`config.mk`:
```
export PLATFORM = sky130hd
export DESIGN_NAME = ttm4_mem_arbiter
export DESIGN_NICKNAME = d
export VERILOG_FILES = /design/src/rtl/ttm4_mem_pkg.sv /design/src/rtl/ttm4_mem_arbiter.sv
export SDC_FILE = /design/constraint.sdc
export NUM_CORES = 1
export LEC_CHECK = 0
export ABC_AREA = 1
export CAP_MARGIN = 5
export CORE_MARGIN = 10
export CORE_UTILIZATION = 40
export CTS_BUF_LIST = sky130_fd_sc_hd__clkbuf_4
export CTS_CLUSTER_DIAMETER = 200
export CTS_CLUSTER_SIZE = 8
export DETAILED_ROUTE_END_ITERATION = 16
export GPL_ROUTABILITY_DRIVEN = 0
export PLACE_DENSITY_LB_ADDON = 0.08
export SYNTH_ARGS = -nofsm -noshare
export SYNTH_HDL_FRONTEND = slang
export SYNTH_SLANG_ARGS = --single-unit
```
`constraint.sdc`:
```
create_clock -name CLK -period 1.25 [get_ports CLK]
set_input_delay 0.25 -clock CLK [delete_from_list [all_inputs] [get_ports CLK]]
set_output_delay 0.25 -clock CLK [all_outputs]
set_load 0.03 [all_outputs]
```
`src/rtl/ttm4_mem_pkg.sv`:
```
// Shared definitions for the TTM4 program-memory arbiter: default widths,
// phase encodings and instruction-word field positions.
package ttm4_mem_pkg;

    localparam int unsigned TTM4_AW = 8;
    localparam int unsigned TTM4_DW = 15;

    localparam int unsigned OP_MSB = 14;
    localparam int unsigned OP_LSB = 10;
    localparam int unsigned SR_MSB = 9;
    localparam int unsigned SR_LSB = 7;
    localparam int unsigned LR_MSB = 6;
    localparam int unsigned LR_LSB = 4;
    localparam int unsigned IM_MSB = 3;
    localparam int unsigned IM_LSB = 0;

    typedef enum logic [1:0] {
        ST_IDLE   = 2'd0,
        ST_SETUP  = 2'd1,
        ST_STROBE = 2'd2,
        ST_HOLD   = 2'd3
    } arb_state_e;

    // Assemble an instruction word from its OP/SR/LR/IM fields.
    function automatic logic [TTM4_DW-1:0] ttm4_word(input logic [4:0] op, input logic [2:0] sr,
                                                     input logic [2:0] lr, input logic [3:0] im);
        logic [TTM4_DW-1:0] w;
        w                 = '0;
        w[OP_MSB:OP_LSB]  = op;
        w[SR_MSB:SR_LSB]  = sr;
        w[LR_MSB:LR_LSB]  = lr;
        w[IM_MSB:IM_LSB]  = im;
        return w;
    endfunction

endpackage

```
`src/rtl/ttm4_mem_arbiter.sv`:
```
// Round-robin arbiter between CPU fetch and loader port for the TTM4 program
// memory; sequences each access through SETUP/STROBE/HOLD with registered strobes.
module ttm4_mem_arbiter
    import ttm4_mem_pkg::*;
#(
    parameter int unsigned AW         = TTM4_AW,
    parameter int unsigned DW         = TTM4_DW,
    parameter int unsigned SETUP_CYC  = 1,
    parameter int unsigned STROBE_CYC = 1,
    parameter int unsigned HOLD_CYC   = 1
) (
    input  logic          CLK,
    input  logic          RST,
    input  logic          F_REQ,
    input  logic [AW-1:0] F_ADD,
    output logic          F_ACK,
    output logic [DW-1:0] F_RDATA,
    input  logic          L_REQ,
    input  logic          L_WE,
    input  logic [AW-1:0] L_ADD,
    input  logic [DW-1:0] L_WDATA,
    output logic          L_ACK,
    output logic [DW-1:0] L_RDATA,
    output logic          nOE,
    output logic          nWE,
    output logic [AW-1:0] ADD,
    output logic [DW-1:0] WDATA,
    output logic          WDATA_OE,
    input  logic [DW-1:0] RDATA,
    output logic          BUSY,
    output logic          GRANT
);

    localparam int unsigned MAX_SS  = (SETUP_CYC > STROBE_CYC) ? SETUP_CYC : STROBE_CYC;
    localparam int unsigned MAX_CYC = (MAX_SS > HOLD_CYC) ? MAX_SS : HOLD_CYC;
    localparam int unsigned CW      = $clog2(MAX_CYC + 1);

    localparam logic [CW-1:0] SETUP_LD  = CW'(SETUP_CYC - 1);
    localparam logic [CW-1:0] STROBE_LD = CW'(STROBE_CYC - 1);
    localparam logic [CW-1:0] HOLD_LD   = CW'(HOLD_CYC - 1);

    if (SETUP_CYC < 1 || STROBE_CYC < 1 || HOLD_CYC < 1) begin : g_bad_cfg
        $error("ttm4_mem_arbiter: SETUP_CYC, STROBE_CYC and HOLD_CYC must all be >= 1");
    end

    arb_state_e    state, state_nx;
    logic [CW-1:0] cnt, cnt_nx;
    logic          last_owner, last_owner_nx;
    logic          acc_we, acc_we_nx;
    logic          pick_l;
    logic          ack_nx;
    logic          noe_nx, nwe_nx, wdata_oe_nx, busy_nx, grant_nx;
    logic          f_ack_nx, l_ack_nx;
    logic [AW-1:0] add_nx;
    logic [DW-1:0] wdata_nx, f_rdata_nx, l_rdata_nx;

    // State, phase counter and every output are registered together.
    always_ff @(posedge CLK) begin
        if (RST) begin
            state      <= ST_IDLE;
            cnt        <= '0;
            last_owner <= 1'b1;
            acc_we     <= 1'b0;
            nOE        <= 1'b1;
            nWE        <= 1'b1;
            ADD        <= '0;
            WDATA      <= '0;
            WDATA_OE   <= 1'b0;
            F_ACK      <= 1'b0;
            L_ACK      <= 1'b0;
            F_RDATA    <= '0;
            L_RDATA    <= '0;
            BUSY       <= 1'b0;
            GRANT      <= 1'b0;
        end else begin
            state      <= state_nx;
            cnt        <= cnt_nx;
            last_owner <= last_owner_nx;
            acc_we     <= acc_we_nx;
            nOE        <= noe_nx;
            nWE        <= nwe_nx;
            ADD        <= add_nx;
            WDATA      <= wdata_nx;
            WDATA_OE   <= wdata_oe_nx;
            F_ACK      <= f_ack_nx;
            L_ACK      <= l_ack_nx;
            F_RDATA    <= f_rdata_nx;
            L_RDATA    <= l_rdata_nx;
            BUSY       <= busy_nx;
            GRANT      <= grant_nx;
        end
    end

    always_comb begin
        state_nx      = state;
        cnt_nx        = cnt;
        last_owner_nx = last_owner;
        acc_we_nx     = acc_we;
        add_nx        = ADD;
        wdata_nx      = WDATA;
        wdata_oe_nx   = WDATA_OE;
        grant_nx      = GRANT;
        f_rdata_nx    = F_RDATA;
        l_rdata_nx    = L_RDATA;
        noe_nx        = 1'b1;
        nwe_nx        = 1'b1;
        // On a tie the loader wins only if fetch owned the previous access.
        pick_l        = L_REQ && (!F_REQ || !last_owner);

        unique case (state)
            ST_IDLE: begin
                if (F_REQ || L_REQ) begin
                    state_nx      = ST_SETUP;
                    cnt_nx        = SETUP_LD;
                    grant_nx      = pick_l;
                    last_owner_nx = pick_l;
                    acc_we_nx     = pick_l && L_WE;
                    add_nx        = pick_l ? L_ADD : F_ADD;
                    wdata_oe_nx   = pick_l && L_WE;
                    if (pick_l && L_WE) wdata_nx = L_WDATA;
                end
            end
            ST_SETUP: begin
                if (cnt == '0) begin
                    state_nx = ST_STROBE;
                    cnt_nx   = STROBE_LD;
                    noe_nx   = acc_we;
                    nwe_nx   = !acc_we;
                end else begin
                    cnt_nx = cnt - CW'(1);
                end
            end
            ST_STROBE: begin
                if (cnt == '0) begin
                    state_nx = ST_HOLD;
                    cnt_nx   = HOLD_LD;
                    if (!acc_we) begin
                        if (GRANT) l_rdata_nx = RDATA;
                        else       f_rdata_nx = RDATA;
                    end
                end else begin
                    cnt_nx = cnt - CW'(1);
                    noe_nx = acc_we;
                    nwe_nx = !acc_we;
                end
            end
            ST_HOLD: begin
                if (cnt == '0) begin
                    state_nx    = ST_IDLE;
                    wdata_oe_nx = 1'b0;
                end else begin
                    cnt_nx = cnt - CW'(1);
                end
            end
            default: state_nx = ST_IDLE;
        endcase

        ack_nx   = (state_nx == ST_HOLD) && (cnt_nx == '0);
        f_ack_nx = ack_nx && !GRANT;
        l_ack_nx = ack_nx && GRANT;
        busy_nx  = (state_nx != ST_IDLE);
    end

endmodule

```
==> impl_metrics.py, run 1 <==
metrics = {
    "die": {
        "rows": 29,
        "die-area_um2": 10300,
        "io_pins": 111,
        "die_h_um": 102,
        "die_w_um": 102,
        "start_util": 0.416,
        "core_um2": 6390,
    },
    "logic_synthesis": {
        "synthTopCellsByArea": "dfxtp_1 (49%), nor2_1 (9.7%), nand2_1 (5.4%), o21ai_1 (5.3%), a21oi_1 (4.9%)",
        "syn_area_um2": 2660,
        "synth_cell_types": 24,
        "mappedNetlistNets": 394,
        "synth_edf_count": 0,
        "synthTopCellsByCount": "nor2_1 (69), dfxtp_1 (65), nand2_1 (38)",
        "synth_top_area_cell": "dfxtp_1",
        "ys_ff_latch": 65,
        "yosysTopAreaCellShare": 0.489,
        "avgSynthCellArea_um2": 7.87,
        "yosysMostFrequentCell": "nor2_1",
        "syn_inst": 338,
        "synth_ff_type": "dfxtp_1",
        "yosys_warnings": 0,
        "yosysSeqAreaShare": 0.489,
        "async_flop_share": 0,
    },
    "setup_path": {
        "cp.arrival_ns": 1.60,
        "rr_worst_depth": 7,
        "path_class": "reg -> reg",
        "critPathLaunch": "state[1]$_SDFF_PP0_",
        "ff2ff_setup_slack_ns": -0.04,
        "r2r_start": "state[1]$_SDFF_PP0_",
        "crit_required_ns": 1.57,
        "start_kind": "flop",
        "end_kind": "flop",
        "r2r_end": "ADD[3]$_SDFFE_PP0P_",
        "crit_end": "ADD[3]$_SDFFE_PP0P_",
        "path_max_fanout": 8,
    },
    "detailed_routing": {
        "drcViolationCount": 0,
        "drt_iter0_markers": 78,
        "vias_per_cell": 4.85,
        "num_vias": 2757,
        "drtAntennaViolNets": 0,
        "first_pass_iters": 4,
        "wl_mm": 8.40,
        "avgRoutedWirePerCell_um": 14.8,
    },
    "sta": {
        "tightest_slew_ns": 0.284,
        "timing.hold.ws_ns": 0.363,
        "fin_ws_ns": -0.0362,
        "relSlewSlack": 0.810,
        "fmax_mhz": 777,
        "clock_skew_ns": 0.0110,
        "setup_viol": 14,
        "hold_viol": 0,
        "slew_violations": 0,
        "period_needed_ns": 1.29,
        "finalCritPeriodShare": 1.03,
        "rsz0062_at_grt": "true",
    },
    "cts": {
        "cts_hold_buf": 0,
        "cts-root-buf": "clkbuf_4",
        "htreeDepth": 3,
        "clkSlewWorstSetupHoldPaths_ns": 0.12,
        "cts_sinks": 65,
        "cts_tree": "built",
        "cts_buffers": 9,
        "clk_latency_ns": 0.41,
        "cts_buffer_depth": 2,
    },
    "power": {
        "p_leak_nw": 1.91,
        "p_comb_frac": 0.277,
        "total_power_mw": 5.11,
        "switchingPower_mw": 1.64,
        "irDropWorstVdd_uv": 707,
        "swShare": 0.322,
        "pwr-share-seq": 0.444,
        "p_per_area_nw_per_um2": 1150,
        "clockPowerShare": 0.279,
        "internal_power_mw": 3.47,
    },
    "cells_and_area": {
        "nets": 543,
        "fin_area_um2": 4450,
        "layout.cells.non_filler": 569,
        "diodes": 0,
        "synthToLayoutAreaGrowth_pct": 67.5,
        "drive_gt1_frac": 0.386,
    },
    "placement": {
        "placed_area_um2": 3930,
        "dp_hpwl_mm": 5.96,
        "placed_cells": 541,
        "pre_cts_slack_ns": -0.404,
        "numPortBuffers": 110,
    },
    "flow_run": {
        "maxCapViolCount": 0,
    },
    "grt": {
        "grt_overflow": 0,
        "grt_pass1_vias": 2656,
        "grt_max_degree": 27,
        "grt_use_total": 0.154,
        "antenna_found_initial": 0,
        "grt_pass1_wl_mm": 12.9,
    },
    "hold_path": {
        "min_path_type": "in -> reg",
    },
    "run_status": {
        "violations": "negative setup slack",
        "outcome": "finished with violations",
    },
}
per-stage QoR:
stage,setup TNS (ns),util
floorplan,-0.255,-
global placement,-11.82,0.615
detailed placement,-13.31,0.615
CTS,-0.00344,0.655
global route,-2.08,0.697
finish,-0.201,0.697
worst min path at each step:
| stage | slack, ns | endpoint | start | depth (start not counted) |
|---|---|---|---|---|
| after floorplan | 0.36 | GRANT$_SDFFE_PP0P_ | RST | 1 |
| after global placement | 0.44 | WDATA[9]$_SDFFE_PP0P_ | WDATA[9]$_SDFFE_PP0P_ | 2 |
| after detailed placement | 0.45 | WDATA[4]$_SDFFE_PP0P_ | WDATA[4]$_SDFFE_PP0P_ | 2 |
| after CTS | 0.38 | ADD[1]$_SDFFE_PP0P_ | L_ADD[1] | 3 |
| after global routing | 0.37 | ADD[6]$_SDFFE_PP0P_ | L_ADD[6] | 3 |
| final | 0.36 | state[1]$_SDFF_PP0_ | F_REQ | 4 |
flip-flops by register name (all words and copies together) (netlist names):
| name | count |
|---|---|
| L_ACK | 1 |
| F_ACK | 1 |
| L_RDATA | 15 |
| F_RDATA | 15 |
| cnt | 1 |
| WDATA | 15 |
| last_owner | 1 |
| nWE | 1 |
| WDATA_OE | 1 |
| GRANT | 1 |
| state | 2 |
| ADD | 8 |
| acc_we | 1 |
| nOE | 1 |
| BUSY | 1 |
layout by cell type, fill, tap and decap left out, drive strengths merged:
master	Yosys	layout
a21oi	28	28
buf	14	107
bufinv	0	1
clkbuf	6	9
clkdlybuf4s50	0	49
clkinv	0	4
clkinvlp	0	3
dfxtp	65	65
dlymetal6s2s	0	1
ha	5	5
inv	30	29
nand2	42	42
nand3	9	10
nand4	16	16
nor2	70	70
o2111ai	1	1
o21ai	51	51
o22ai	1	1
cell families after synthesis:
group	count (synthesis)	share of synthesized area
adder cells (fa/ha/maj)	5	0.0235
buffers and inverters	50	0.0951
flip-flops	65	0.489
AO/OA/AOI/OAI	81	0.164
AND/OR/NAND/NOR	137	0.228
repair_timing:
item                       4_1_cts  5_1_grt
setup endpoints to repair       61       60
gates resized for setup         26       72
gates cloned                     1        1
buffers inserted                 1        9
pin swaps                        5        8
area by class of cell:
| class | instances | area (um2) |
|---|---|---|
| sequential | 65 | 1320 |
| inverter | 30 | 130 |
| tap | 77 | 96.3 |
| multi-input combinational | 224 | 1330 |
| clock buffer | 9 | 67.6 |
| fill | 552 | 1930 |
| clock inverter | 7 | 71.3 |
| timing repair buffer | 157 | 1440 |
worst max-delay path, cell delays in order (launching register included):
cell and delay (ns):
dfxtp_4 0.39, inv_4 0.05, ha_4 0.19, o21ai_4 0.08, clkinv_4 0.12, buf_8 0.16, o21ai_1 0.13, a21oi_1 0.06
power by group through the flow:
stage	Combinational, mW	Sequential, mW	Clock [mW]
after floorplan	0.426	2.50	0
after global placement	1.17	2.30	0
after detailed placement	1.18	2.30	0
after CTS	1.24	2.26	1.44
after global routing	1.53	2.28	1.55
final	1.41	2.27	1.43
per-layer routing:
metal / track usage / part of all wire / up-vias / wire, um
met5: 0 / 0 / - / 0
met4: 0.0579 / 0.010 / 0 / 87
met3: 0.0599 / 0.089 / 8 / 748
met2: 0.243 / 0.47 / 83 / 3950
met1: 0.184 / 0.43 / 1255 / 3610
li1: - / - / 1411 / -
Power figures use the tool's default switching activity.
==> run 2: changes to the inputs <==
- CORE_UTILIZATION: 40 -> 44
- TNS_END_PERCENT: unset -> 20
- clock period: 1.25 -> 1.3 ns (I/O delays scaled with it)
==> run 2 against run 1 <==
Net effect: the flow still finishes with violations (negative setup slack); largest cell class unchanged; sequential power shrank 4%; clock power grew 20%; register-to-register slack gained 0.03 ns; largest power group unchanged; setup slack gained 0.031 ns; power shrank 0.25%; sequential share of layout area grew 1.2 points; via count shrank 2.2%; count of clock-buffer cells in the layout grew 1; hold slack gained 0.030 ns.
==> impl_metrics.py, run 2 (synthesis gave the netlist of run 1 again) <==
metrics = {
    "sta": {
        "fmax_mhz": 766,
        "slew_violations": 0,
        "clock_skew_ns": 0.0127,
        "rsz0062_at_grt": "true",
        "finalCritPeriodShare": 1.00,
        "setup_viol": 1,
        "relSlewSlack": 0.768,
        "fin_ws_ns": -0.00540,
        "hold_viol": 0,
        "tightest_slew_ns": 0.347,
        "period_needed_ns": 1.31,
    },
    "setup_path": {
        "crit_required_ns": 1.63,
        "start_kind": "flop",
        "path_class": "reg -> reg",
        "path_max_fanout": 3,
        "cp_slowest_cell": "dfxtp_4",
        "crit_chain": "buf_4 -> ha_4 -> nand2_2 -> nand3_1 -> nand2_2 -> nand2_2 -> nor2_1 -> nor2_1",
        "cp.arrival_ns": 1.64,
        "slowest_delay_ns": 0.39,
        "end_kind": "flop",
        "worst_path_most_repeated_cell": "nand2_2",
        "rr_worst_depth": 8,
    },
    "grt": {
        "antenna_found_initial": 0,
        "grt_max_degree": 29,
        "met2_usage": 0.264,
        "grt_overflow": 0,
        "busiest_layer": "met2",
        "globalRouteMet3Util": 0.0648,
        "grt_pass1_wl_mm": 12.9,
        "grt_pass1_vias": 2639,
        "grt_use_total": 0.163,
        "globalRouteMet1Util": 0.184,
    },
    "die": {
        "io_pins": 111,
        "die-area_um2": 9550,
        "core_um2": 5890,
        "start_util": 0.452,
        "rows": 28,
        "die_w_um": 97.7,
        "die_h_um": 97.7,
    },
    "cts": {
        "cts_sinks": 65,
        "cts_tree": "built",
        "cts_hold_buf": 0,
        "clkSlewWorstSetupHoldPaths_ns": 0.11,
        "htreeDepth": 3,
        "clk_latency_ns": 0.42,
        "cts-root-buf": "clkbuf_4",
        "cts_buffer_depth": 2,
        "cts_buffers": 9,
    },
    "power": {
        "pwr-share-seq": 0.427,
        "internal_power_mw": 3.64,
        "p_per_area_nw_per_um2": 1200,
        "p_comb_frac": 0.234,
        "irDropWorstVdd_uv": 673,
        "switchingPower_mw": 1.46,
        "p_leak_nw": 1.84,
        "swShare": 0.286,
        "clockPowerShare": 0.338,
    },
    "detailed_routing": {
        "num_vias": 2696,
        "drcViolationCount": 0,
        "first_pass_iters": 4,
        "avgRoutedWirePerCell_um": 14.5,
        "wl_mm": 8.06,
        "vias_per_cell": 4.84,
        "drt_iter0_markers": 67,
        "drtAntennaViolNets": 0,
    },
    "cells_and_area": {
        "nets": 533,
        "final_cell_mix": "nor2_1 (69), dfxtp_1 (62), clkdlybuf4s50_1 (50)",
        "final_common_cell": "nor2_1",
        "reg.largest.list": "F_RDATA (15), L_RDATA (15), WDATA (15)",
        "drive_gt1_frac": 0.305,
        "fill_cells": 501,
        "diodes": 0,
        "synthToLayoutAreaGrowth_pct": 59.5,
        "postLayoutCoreUtil": 0.720,
    },
    "hold_path": {
        "min_path_type": "in -> reg",
        "holdPathStages": 3,
    },
    "placement": {
        "dp_hpwl_mm": 6.08,
        "pre_cts_slack_ns": -0.325,
        "numPortBuffers": 110,
    },
    "run_status": {
        "outcome": "finished with violations",
        "violations": "negative setup slack",
    },
    "flow_run": {
        "maxCapViolCount": 0,
    },
}
==> run 2: through the flow <==
| step | total power, mW | setup TNS, ns | area, um2 | std cells | hold slack [ns] |
|---|---|---|---|---|---|
| finish | 5.10 | -0.00540 | 4240 | 557 | 0.393 |
| global route | 5.32 | -0.114 | 4240 | 557 | 0.380 |
| global placement | 3.37 | -8.64 | 4090 | 539 | 0.445 |
| CTS | 5.11 | -0.00656 | 4150 | 556 | 0.366 |
| detailed placement | 3.40 | -10.89 | 4090 | 539 | 0.454 |
| floorplan | 2.81 | 0 | 2660 | 338 | 0.365 |
==> run 2: path summary, 6_finish.rpt <==
path / startpoint / end / slack (ns)
worst min-delay path: L_ADD[0] / ADD[0]$_SDFFE_PP0P_ / 0.39
worst min register to register: WDATA[11]$_SDFFE_PP0P_ / WDATA[11]$_SDFFE_PP0P_ / 0.47
worst max-delay path: state[1]$_SDFF_PP0_ / BUSY$_SDFF_PP0_ / -0.005
worst max register to register: state[1]$_SDFF_PP0_ / BUSY$_SDFF_PP0_ / -0.005
==> run 2: power by group through the flow <==
stage | clock, mW | combinational (mW) | sequential, mW
after floorplan | 0 | 0.410 | 2.41
after global placement | 0 | 1.16 | 2.22
after detailed placement | 0 | 1.18 | 2.22
after CTS | 1.76 | 1.17 | 2.18
after global routing | 1.84 | 1.29 | 2.19
final | 1.72 | 1.19 | 2.18
==> run 2: what timing repair did <==
item | CTS | global route
buffers inserted | 0 | 1
pin swaps | 1 | 6
endpoints found under the setup margin | 96 | 43
gates cloned | 1 | 0
gates resized for setup | 193 | 22
==> run 2: per-layer routing <==
| layer | wire, um | part of all wire | vias to the layer above |
|---|---|---|---|
| met3 | 712 | 0.088 | 11 |
| met1 | 3370 | 0.42 | 1216 |
| li1 | - | - | 1386 |
| met5 | 0 | 0 | - |
| met4 | 138 | 0.017 | 0 |
| met2 | 3840 | 0.48 | 83 |
==> run 2: worst max-delay path, delay by kind of cell, from the launching register on <==
| kind | cells | cell delay [ns] |
|---|---|---|
| simple gates | 6 | 0.53 |
| flops | 1 | 0.39 |
| buf+inv | 1 | 0.15 |
| fa+ha+maj | 1 | 0.16 |
==> run 2: final cells by class <==
type	count	area (um2)	share of cell area
clock inverters	6	106	0.0251
repair buffers	147	1330	0.312
multi-input cells	224	1210	0.285
flip-flops and latches	65	1310	0.308
inverters	30	125	0.0295
well taps	75	93.8	0.0221
clock buffers	10	75.1	0.0177
